**config.mk**
```make
export PLATFORM = sky130hd
export DESIGN_NAME = btn_debounce_bank
export DESIGN_NICKNAME = d
export VERILOG_FILES = /design/src/rtl/btn_pkg.sv /design/src/rtl/btn_debounce_chan.sv /design/src/rtl/btn_debounce_bank.sv
export SDC_FILE = /design/constraint.sdc
export NUM_CORES = 1
export LEC_CHECK = 0
export BUFFER_PORTS_ARGS = -buffer_cell sky130_fd_sc_hd__buf_2
export CORE_MARGIN = 2
export CORE_UTILIZATION = 60
export DETAILED_ROUTE_END_ITERATION = 6
export PLACE_DENSITY_LB_ADDON = 0.12
export REMOVE_ABC_BUFFERS = 1
export SLEW_MARGIN = 20
export SYNTH_ARGS = -nofsm -noshare
export SYNTH_HDL_FRONTEND = slang
export SYNTH_HIERARCHICAL = 1
export SYNTH_SLANG_ARGS = --single-unit
```
**constraint.sdc**
```tcl
create_clock -name clk -period 5 [get_ports clk]
set_input_delay 0.75 -clock clk [delete_from_list [all_inputs] [get_ports clk]]
set_output_delay 0.75 -clock clk [all_outputs]
set_load 0.1 [all_outputs]
```
**src/rtl/btn_pkg.sv**
```systemverilog
// -----------------------------------------------------------------------------
// btn_pkg
// Shared constants and types for the push-button conditioning bank that feeds
// the dice-roller counter.
//   - BTN_D4..BTN_D100 : channel index of each die button on ui_in[6:0]
//   - *_DEFAULT        : default sizes for a 32768 Hz clock
//   - press_state_t    : per-channel press / auto-repeat FSM states
//   - cnt_w()          : counter width helper that never returns 0
// -----------------------------------------------------------------------------
package btn_pkg;

    localparam int BTN_D4   = 0;
    localparam int BTN_D6   = 1;
    localparam int BTN_D8   = 2;
    localparam int BTN_D10  = 3;
    localparam int BTN_D12  = 4;
    localparam int BTN_D20  = 5;
    localparam int BTN_D100 = 6;

    localparam int N_BTN_DEFAULT           = 7;
    localparam int DEBOUNCE_CYCLES_DEFAULT = 328;    // ~10 ms
    localparam int HOLD_CYCLES_DEFAULT     = 16384;  // ~0.5 s
    localparam int REPEAT_CYCLES_DEFAULT   = 3277;   // ~0.1 s

    typedef enum logic [1:0] {
        IDLE   = 2'd0,
        HELD   = 2'd1,
        REPEAT = 2'd2
    } press_state_t;

    // Bits needed to count 0..n-1; at least one bit so tiny values still build.
    function automatic int cnt_w(input int n);
        return (n <= 2) ? 1 : $clog2(n);
    endfunction

    function automatic int max_i(input int a, input int b);
        return (a > b) ? a : b;
    endfunction

endpackage

```
**src/rtl/btn_debounce_chan.sv**
```systemverilog
// -----------------------------------------------------------------------------
// btn_debounce_chan
// One button channel: 2-flop synchroniser, debounce counter and press /
// auto-repeat FSM.
// Ports:
//   clk     : system clock
//   rst     : asynchronous active-high reset, clears every flop
//   raw_i   : raw asynchronous pin, active-high
//   lvl_o   : debounced level (registered)
//   press_o : one-cycle pulse per accepted press and per auto-repeat (registered)
// -----------------------------------------------------------------------------
module btn_debounce_chan
    import btn_pkg::*;
#(
    parameter int DEBOUNCE_CYCLES = DEBOUNCE_CYCLES_DEFAULT,
    parameter int HOLD_CYCLES     = HOLD_CYCLES_DEFAULT,
    parameter int REPEAT_CYCLES   = REPEAT_CYCLES_DEFAULT,
    parameter int REPEAT_EN       = 1
) (
    input  logic clk,
    input  logic rst,
    input  logic raw_i,
    output logic lvl_o,
    output logic press_o
);

    localparam int CW = cnt_w(DEBOUNCE_CYCLES);
    localparam int HW = cnt_w(max_i(HOLD_CYCLES, REPEAT_CYCLES));

    localparam logic [CW-1:0] CNT_TERM  = CW'(DEBOUNCE_CYCLES - 1);
    localparam logic [HW-1:0] HOLD_TERM = HW'(HOLD_CYCLES - 1);
    localparam logic [HW-1:0] REP_TERM  = HW'(REPEAT_CYCLES - 1);

    // ---------------- synchroniser ----------------
    logic [1:0] sync_q;
    logic       sync;

    always_ff @(posedge clk or posedge rst) begin
        if (rst) sync_q <= '0;
        else     sync_q <= {sync_q[0], raw_i};
    end

    assign sync = sync_q[1];

    // ---------------- debounce ----------------
    logic [CW-1:0] cnt_q, cnt_d;
    logic          lvl_q, lvl_d;
    logic          rise;

    always_comb begin
        cnt_d = cnt_q;
        lvl_d = lvl_q;
        if (sync == lvl_q) begin
            cnt_d = '0;
        end else if (cnt_q == CNT_TERM) begin
            lvl_d = sync;
            cnt_d = '0;
        end else begin
            cnt_d = cnt_q + 1'b1;
        end
    end

    always_ff @(posedge clk or posedge rst) begin
        if (rst) begin
            cnt_q <= '0;
            lvl_q <= 1'b0;
        end else begin
            cnt_q <= cnt_d;
            lvl_q <= lvl_d;
        end
    end

    // The FSM reacts on the same edge that lvl commits, so the press pulse
    // lines up with the first cycle lvl_o reads 1.
    assign rise = ~lvl_q & lvl_d;

    // ---------------- press / repeat FSM ----------------
    press_state_t  state_q;
    logic [HW-1:0] hcnt_q;
    logic          press_q;

    always_ff @(posedge clk or posedge rst) begin
        if (rst) begin
            state_q <= IDLE;
            hcnt_q  <= '0;
            press_q <= 1'b0;
        end else begin
            press_q <= 1'b0;
            case (state_q)
                IDLE: begin
                    if (rise) begin
                        press_q <= 1'b1;
                        hcnt_q  <= '0;
                        state_q <= HELD;
                    end
                end
                HELD: begin
                    if (!lvl_q) begin
                        hcnt_q  <= '0;
                        state_q <= IDLE;
                    end else if (REPEAT_EN != 0) begin
                        if (hcnt_q == HOLD_TERM) begin
                            press_q <= 1'b1;
                            hcnt_q  <= '0;
                            state_q <= REPEAT;
                        end else begin
                            hcnt_q <= hcnt_q + 1'b1;
                        end
                    end
                end
                REPEAT: begin
                    if (!lvl_q) begin
                        hcnt_q  <= '0;
                        state_q <= IDLE;
                    end else if (hcnt_q == REP_TERM) begin
                        press_q <= 1'b1;
                        hcnt_q  <= '0;
                    end else begin
                        hcnt_q <= hcnt_q + 1'b1;
                    end
                end
                default: begin
                    hcnt_q  <= '0;
                    state_q <= IDLE;
                end
            endcase
        end
    end

    assign lvl_o   = lvl_q;
    assign press_o = press_q;

endmodule

```
**src/rtl/btn_debounce_bank.sv**
```systemverilog
// -----------------------------------------------------------------------------
// btn_debounce_bank
// Conditions the raw dice-roller buttons: N_BTN independent channels, each
// synchronised, debounced and turned into a level plus press/repeat pulses.
// Ports:
//   clk       : system clock (32768 Hz)
//   rst       : asynchronous active-high reset
//   btn_raw   : raw asynchronous pins, active-high
//   btn_lvl   : debounced levels
//   btn_press : one-cycle pulse per accepted press / auto-repeat
//   any_lvl   : OR of btn_lvl
//   any_press : OR of btn_press
// -----------------------------------------------------------------------------
module btn_debounce_bank
    import btn_pkg::*;
#(
    parameter int N_BTN           = N_BTN_DEFAULT,
    parameter int DEBOUNCE_CYCLES = DEBOUNCE_CYCLES_DEFAULT,
    parameter int HOLD_CYCLES     = HOLD_CYCLES_DEFAULT,
    parameter int REPEAT_CYCLES   = REPEAT_CYCLES_DEFAULT,
    parameter int REPEAT_EN       = 1
) (
    input  logic             clk,
    input  logic             rst,
    input  logic [N_BTN-1:0] btn_raw,
    output logic [N_BTN-1:0] btn_lvl,
    output logic [N_BTN-1:0] btn_press,
    output logic             any_lvl,
    output logic             any_press
);

    // Adjacent repeat pulses would merge into one long pulse downstream.
    if (REPEAT_CYCLES < 2) begin : g_bad_repeat
        $error("btn_debounce_bank: REPEAT_CYCLES must be >= 2");
    end
    if (DEBOUNCE_CYCLES < 2 || DEBOUNCE_CYCLES > 65535) begin : g_bad_deb
        $error("btn_debounce_bank: DEBOUNCE_CYCLES must be in 2..65535");
    end

    for (genvar g = 0; g < N_BTN; g++) begin : g_chan
        btn_debounce_chan #(
            .DEBOUNCE_CYCLES (DEBOUNCE_CYCLES),
            .HOLD_CYCLES     (HOLD_CYCLES),
            .REPEAT_CYCLES   (REPEAT_CYCLES),
            .REPEAT_EN       (REPEAT_EN)
        ) u_chan (
            .clk     (clk),
            .rst     (rst),
            .raw_i   (btn_raw[g]),
            .lvl_o   (btn_lvl[g]),
            .press_o (btn_press[g])
        );
    end

    // ORs of registered signals: glitch-free, no added latency.
    assign any_lvl   = |btn_lvl;
    assign any_press = |btn_press;

endmodule
```
# Yosys cells after proc, flatten, opt, wreduce, memory -nomap -nowiden

Index checks and enable logic that the tools add are counted.

$add $sub $neg: 14
Eq/ne operators: 63
Mux-type cells: 147
Bitwise operators: 14
Reduce and logical (&&, ||, !) cells: 16

Operators by type and width:

| kind                                                                    | number |
|---|---|
| 14-bit 2-to-1 mux                                                       | 35 |
| 14-bit one-hot mux with 3 select lines                                  | 7 |
| 9-bit 2-to-1 mux                                                        | 14 |
| 14-bit by 1-bit adder with 14-bit output, second input constant         | 7 |
| 14-bit by 12-bit == test with 1-bit output, second input constant       | 7 |
| 14-bit == test, second input constant                                   | 7 |
| 9-bit by 1-bit adder with 9-bit output, second input constant           | 7 |
| 9-bit == test, second input constant                                    | 7 |
| 2-bit 2-to-1 mux                                                        | 28 |
| 1-bit 2-to-1 mux                                                        | 49 |
| 2-bit one-hot mux with 3 select lines                                   | 7 |
| 3-bit inequality test, second input constant                            | 7 |
| 1-bit one-hot mux with 3 select lines                                   | 7 |
| 3-bit AND reduction                                                     | 7 |
| 2-bit by 1-bit == test with 1-bit output, second input constant         | 7 |
| 2-bit == test, second input constant                                    | 7 |
| 2-bit logical NOT                                                       | 7 |
| 2-bit by 1-bit inequality test with 1-bit output, second input constant | 7 |
| 2-bit inequality test, second input constant                            | 7 |
| 7-bit OR reduction                                                      | 2 |
| 1-bit AND                                                               | 7 |
| 1-bit == test                                                           | 7 |
| 1-bit inverter                                                          | 7 |

Register bits after elaboration: 203
Bits of input ports: 9
Logic and storage cells: 296

# Logic depth before layout (Yosys ltp)

Word-level depth: 6
Depth in mapped cells: 8
Depth with buffers taken out: 7

# Cells and area by module

The synthesis kept the hierarchy.

By module, submodules not included:

| module                                    | instances | cells an instance | area each (µm²) | seq. area each (µm²) |
|---|---|---|---|---|
| btn_debounce_chan at g_chan[0].u_chan ... | 6         | 167               | 1645.3          | 725.7 |
| btn_debounce_chan at g_chan[6].u_chan     | 1         | 187               | 1722.9          | 725.7 |
| btn_debounce_bank                         | 1         | 6                 | 30.0            | 0.0 |

# Worst setup path before layout

Ideal clock, no wire load.

Path type: reg-to-output
Start: reg g_chan[6].u_chan.lvl_q
End: out any_lvl
Arrival time: 1825 ps
Slack: 2425 ps
Stages on the path, launching flop included: 3
Cells stage by stage: dfrtp_1 -> nor4_1 -> nand2_1

Longest elaborated chain between the ends: 1

RTL lines:

| what                     | line                    | source |
|---|---|---|
| start: declaration       | btn_debounce_chan.sv:47 | `logic lvl_q, lvl_d;` |
| start signal: assignment | btn_debounce_chan.sv:69 | `lvl_q <= lvl_d;` |
| 7-bit OR reduction       | btn_debounce_bank.sv:56 | `assign any_lvl = \|btn_lvl;` |
| end: declaration         | btn_debounce_bank.sv:28 | `output logic any_lvl,` |

No other way between the ends.

# Final worst setup path

Start: reg g_chan[4].u_chan.lvl_q
End: out any_lvl

Longest elaborated chain between the ends: 1

RTL lines:

| what                     | line |
|---|---|
| start: declaration       | btn_debounce_chan.sv:47 |
| start signal: assignment | btn_debounce_chan.sv:69 |
| 7-bit OR reduction       | btn_debounce_bank.sv:56 |

No other way between the ends.

==> summary.txt <==
Timing
  – Fmax: 394 MHz
  – Fin crit period: 2.54 ns
  – Rel. slew slack: 34.1%
  – Fin Clk Skew: 0.00689 ns
  – RSZ-0062 raised after global routing: false
  – Period Utilization, post-route: 50.7%
  – Actual slew at the worst max-slew pin: 0.986 ns
  – Setup TNS: 0 ns
  – Worst hold margin: 0.348 ns
  – Final setup viols: 0
  – Final Hold Vio Count: 0
  – Pins Over Slew Limit: 0

GRT
  – Pin count of the biggest net entering global routing: 30
  – Gr usage total: 24.4%
  – Met1 Use GR: 35.0%
  – Remaining global-route overflow: 0
  – Initial antenna violation count: 0
  – Most Used Layer, Global Route: met2
  – Vias in the first global route: 8619
  – Met3 Use GR: 3.45%
  – First-pass GRT wire length: 41.7 mm
  – Met2 Use GR: 39.6%

Synth
  – Distinct cells, synth: 58
  – #FFs+latches synth: 203
  – Mapped Area: 11600 µm²
  – Synth Area per Inst: 9.73 µm²
  – FFs w/ async S/R, synth: 100%
  – Seq/Total Area, Yosys: 43.7%
  – Synth area leaders: dfrtp_1 (44%), ha_1 (5.3%), nand2_1 (4.5%)
  – Syn. warnings: 6
  – Most used DFF post-synth: dfrtp_1
  – Synth top area share: 43.7%
  – Cells after Synth: 1195
  – Synth area leader: dfrtp_1
  – Number of flops mapped to enable cells by yosys: 0

Drt
  – Total Wirelength: 24.0 mm
  – DRC: 0
  – Antenna Nets Post-Route: 0
  – Drt wl/cell: 16.0 µm
  – Total number of vias: 9025
  – Via density: 6.03
  – Detailed Route Iter0 Violations: 601
  – First drt pass iteration count: 5

Critical path
  – Worst-path fanout max: 10
  – RR Endpoint: g_chan[6].u_chan/hcnt_q[2]$_DFFE_PP0P_
  – Reg2reg path depth: 6
  – Crit path arrival time: 1.79 ns
  – Type of origin of the critical path: register
  – Crit Path Class: reg -> out
  – Reg2reg start: g_chan[6].u_chan/hcnt_q[0]$_DFFE_PP0P_
  – Critical Path RT: 4.25 ns
  – Critical path capture point type: primary output
  – Flop-to-flop setup slack: 2.69 ns

Power
  – Pwr/cell area: 265 nW/µm²
  – Combinational share of power: 2.1%
  – Clock share of power: 47.9%
  – Switching part of the total: 21.1%
  – Reg power frac: 50.0%
  – Peak VDD IR: 0.000255 V
  – Total power draw: 3.36 mW
  – Leakage dissipation: 5.54 nW
  – Internal power: 2.65 mW
  – Switch Pwr: 709 µW

Hold path
  – Hold Path Sink: g_chan[6].u_chan/sync_q[1]$_DFF_PP0_
  – HP Start: g_chan[6].u_chan/sync_q[0]$_DFF_PP0_
  – HP Class: reg -> reg
  – Hold path cells: 0

CTS
  – Root buffer selected by CTS: clkbuf_16
  – Clock sinks: 203
  – Post-CTS setup buffers: 0
  – TritonCTS Buffers: 22
  – Clock slew at reported path FFs: 0.06 ns
  – TritonCTS clock tree: done
  – Worst skew pair latency: 0.50 ns
  – CTS Hold Bufs: 0
  – Post-cts gate resize count: 0
  – Depth of the CTS H-tree: 1
  – Clk buf depth: 3

Finish
  – Area Overhead vs Synth: 9.04%
  – Antenna cells: 0
  – Final net count: 1281
  – Layout cells sized above 1: 12.0%

Floorplan
  – Die height: 143 µm
  – Core ar.: 18800 µm²
  – Initial core utilization: 61.7%
  – IO Count: 25
  – Die Footprint: 20500 µm²
  – Die Wd: 143 µm
  – # rows: 50

Flow run
  – Max cap viols: 0

Status
  – Status: finished, final reports clean

Placed design
  – Post-DP HPWL: 16.5 mm
  – Routability congestion estimate: 0.848
  – Port Buf Inserts: 24
## power groups by stage
| stage | sequential, mW | combinational, mW | clock (mW) |
|---|---|---|---|
| 4_1_cts | 1.68 | 0.0746 | 1.65 |
| 3_5_place_dp | 1.71 | 0.0736 | 0 |
| 2_1_floorplan | 1.71 | 0.0517 | 0 |
| 6_report | 1.68 | 0.0711 | 1.61 |
| 3_3_place_gp | 1.71 | 0.0726 | 0 |
| 5_1_grt | 1.68 | 0.0865 | 1.73 |
## metrics by stage
stage / setup WS [ns] / cells / util, % / area, µm²
after floorplan: 2.38 / 1169 / - / 11500
after global placement: 2.67 / 1459 / 63.5 / 12000
after detailed placement: 2.63 / 1459 / 63.5 / 12000
after CTS: 2.40 / 1497 / 67.3 / 12700
after global routing: 2.31 / 1497 / 67.3 / 12700
final: 2.46 / 1497 / 67.3 / 12700
## cells in the mapped netlist (all sizes together), types with 3 or more instances
master / count
nor3: 24
buf: 15
a41o: 6
a2bb2oi: 6
o41ai: 12
a22o: 36
o311ai: 13
or3: 6
or4: 14
and3: 27
dfrtp: 203
a41oi: 6
and4b: 7
nor3b: 6
nor4: 25
clkbuf: 11
nor2b: 13
nor4b: 7
o211ai: 19
a21o: 18
ha: 49
a31oi: 8
inv: 56
o2111ai: 10
and4: 7
nand3: 103
or3b: 6
nand2: 138
o21ai: 50
xor2: 32
xnor2: 24
nand2b: 8
and2: 34
a21oi: 40
nand4: 24
o211a: 6
o21a: 3
o31ai: 6
nor2: 100
mux2: 13
## how the worst max path moves through the flow
| stage | start | to | slack (ns) | cells past startpoint |
|---|---|---|---|---|
| 2_1_floorplan | g_chan[4].u_chan/lvl_o$_DFF_PP0_ | any_lvl | 2.38 | 2 |
| 3_3_place_gp | g_chan[5].u_chan/cnt_q[0]$_DFF_PP0_ | g_chan[5].u_chan/hcnt_q[10]$_DFFE_PP0P_ | 2.67 | 5 |
| 3_5_place_dp | g_chan[5].u_chan/cnt_q[0]$_DFF_PP0_ | g_chan[5].u_chan/state_q[1]$_DFFE_PP0P_ | 2.63 | 6 |
| 4_1_cts | g_chan[1].u_chan/lvl_o$_DFF_PP0_ | any_lvl | 2.40 | 3 |
| 5_1_grt | g_chan[4].u_chan/lvl_o$_DFF_PP0_ | any_lvl | 2.31 | 3 |
| 6_report | g_chan[4].u_chan/lvl_o$_DFF_PP0_ | any_lvl | 2.46 | 3 |
## critical path, cell delays in order (launching register included)
cell,delay [ns]
dfrtp_1,0.54
nor4_1,0.32
nand2_1,0.12
buf_2,0.31
## cell usage in the layout, fill, tap and decap left out, types with 10 or more instances in the layout
master,Yosys,layout
o2111ai_1,10,10
buf_2,1,24
nor4_1,24,24
xor2_1,32,32
nand3_1,103,103
nand2_1,138,138
nor3_1,24,24
nor2b_1,13,13
a22o_1,36,36
o211ai_1,18,18
ha_1,49,49
nor2_1,93,93
a21o_1,12,12
and3_1,21,21
o21ai_0,49,49
o311ai_0,12,12
clkbuf_16,0,23
a21oi_1,34,34
and2_1,28,28
xnor2_1,24,24
nand4_1,18,18
o41ai_4,12,12
mux2_2,13,13
inv_1,56,49
dfrtp_1,203,203
## sequential cells by signal (all words and copies together), names as in the netlist
signal / cells
g_chan.u_chan/state_q: 14
g_chan.u_chan/lvl_o: 7
g_chan.u_chan/hcnt_q: 98
g_chan.u_chan/press_o: 7
g_chan.u_chan/cnt_q: 63
g_chan.u_chan/sync_q: 14
## routing by layer
| metal | share of wire (%) | vias up | routed length (µm) |
|---|---|---|---|
| li1 | - | 4440 | - |
| met1 | 48 | 4372 | 11400 |
| met2 | 47 | 179 | 11200 |
| met3 | 4.0 | 34 | 954 |
| met4 | 1.9 | 0 | 456 |
| met5 | 0 | - | 0 |
## logic make-up (layout without fill, tap and decap cells)
kind of cell	count (synthesis)	in the layout	share of synthesized area [%]
AND/OR/NAND/NOR	550	550	25.0
buffers and inverters	82	124	3.18
flip-flops	203	203	43.7
AO/OA/AOI/OAI	242	242	17.4
XOR/XNOR	56	56	4.22
multiplexers	13	13	1.26
adder cells (fa/ha/maj)	49	49	5.27
## final cells by class
class                      instances  area [µm²]
clock inverter                     6        82.6
multi-input combinational        910        6180
fill                            1442        6150
clock buffer                      32         629
sequential                       203        5080
tap                              260         325
timing repair buffer              30         165
inverter                          56         210
No activity file was read; power rests on OpenSTA's default activity.
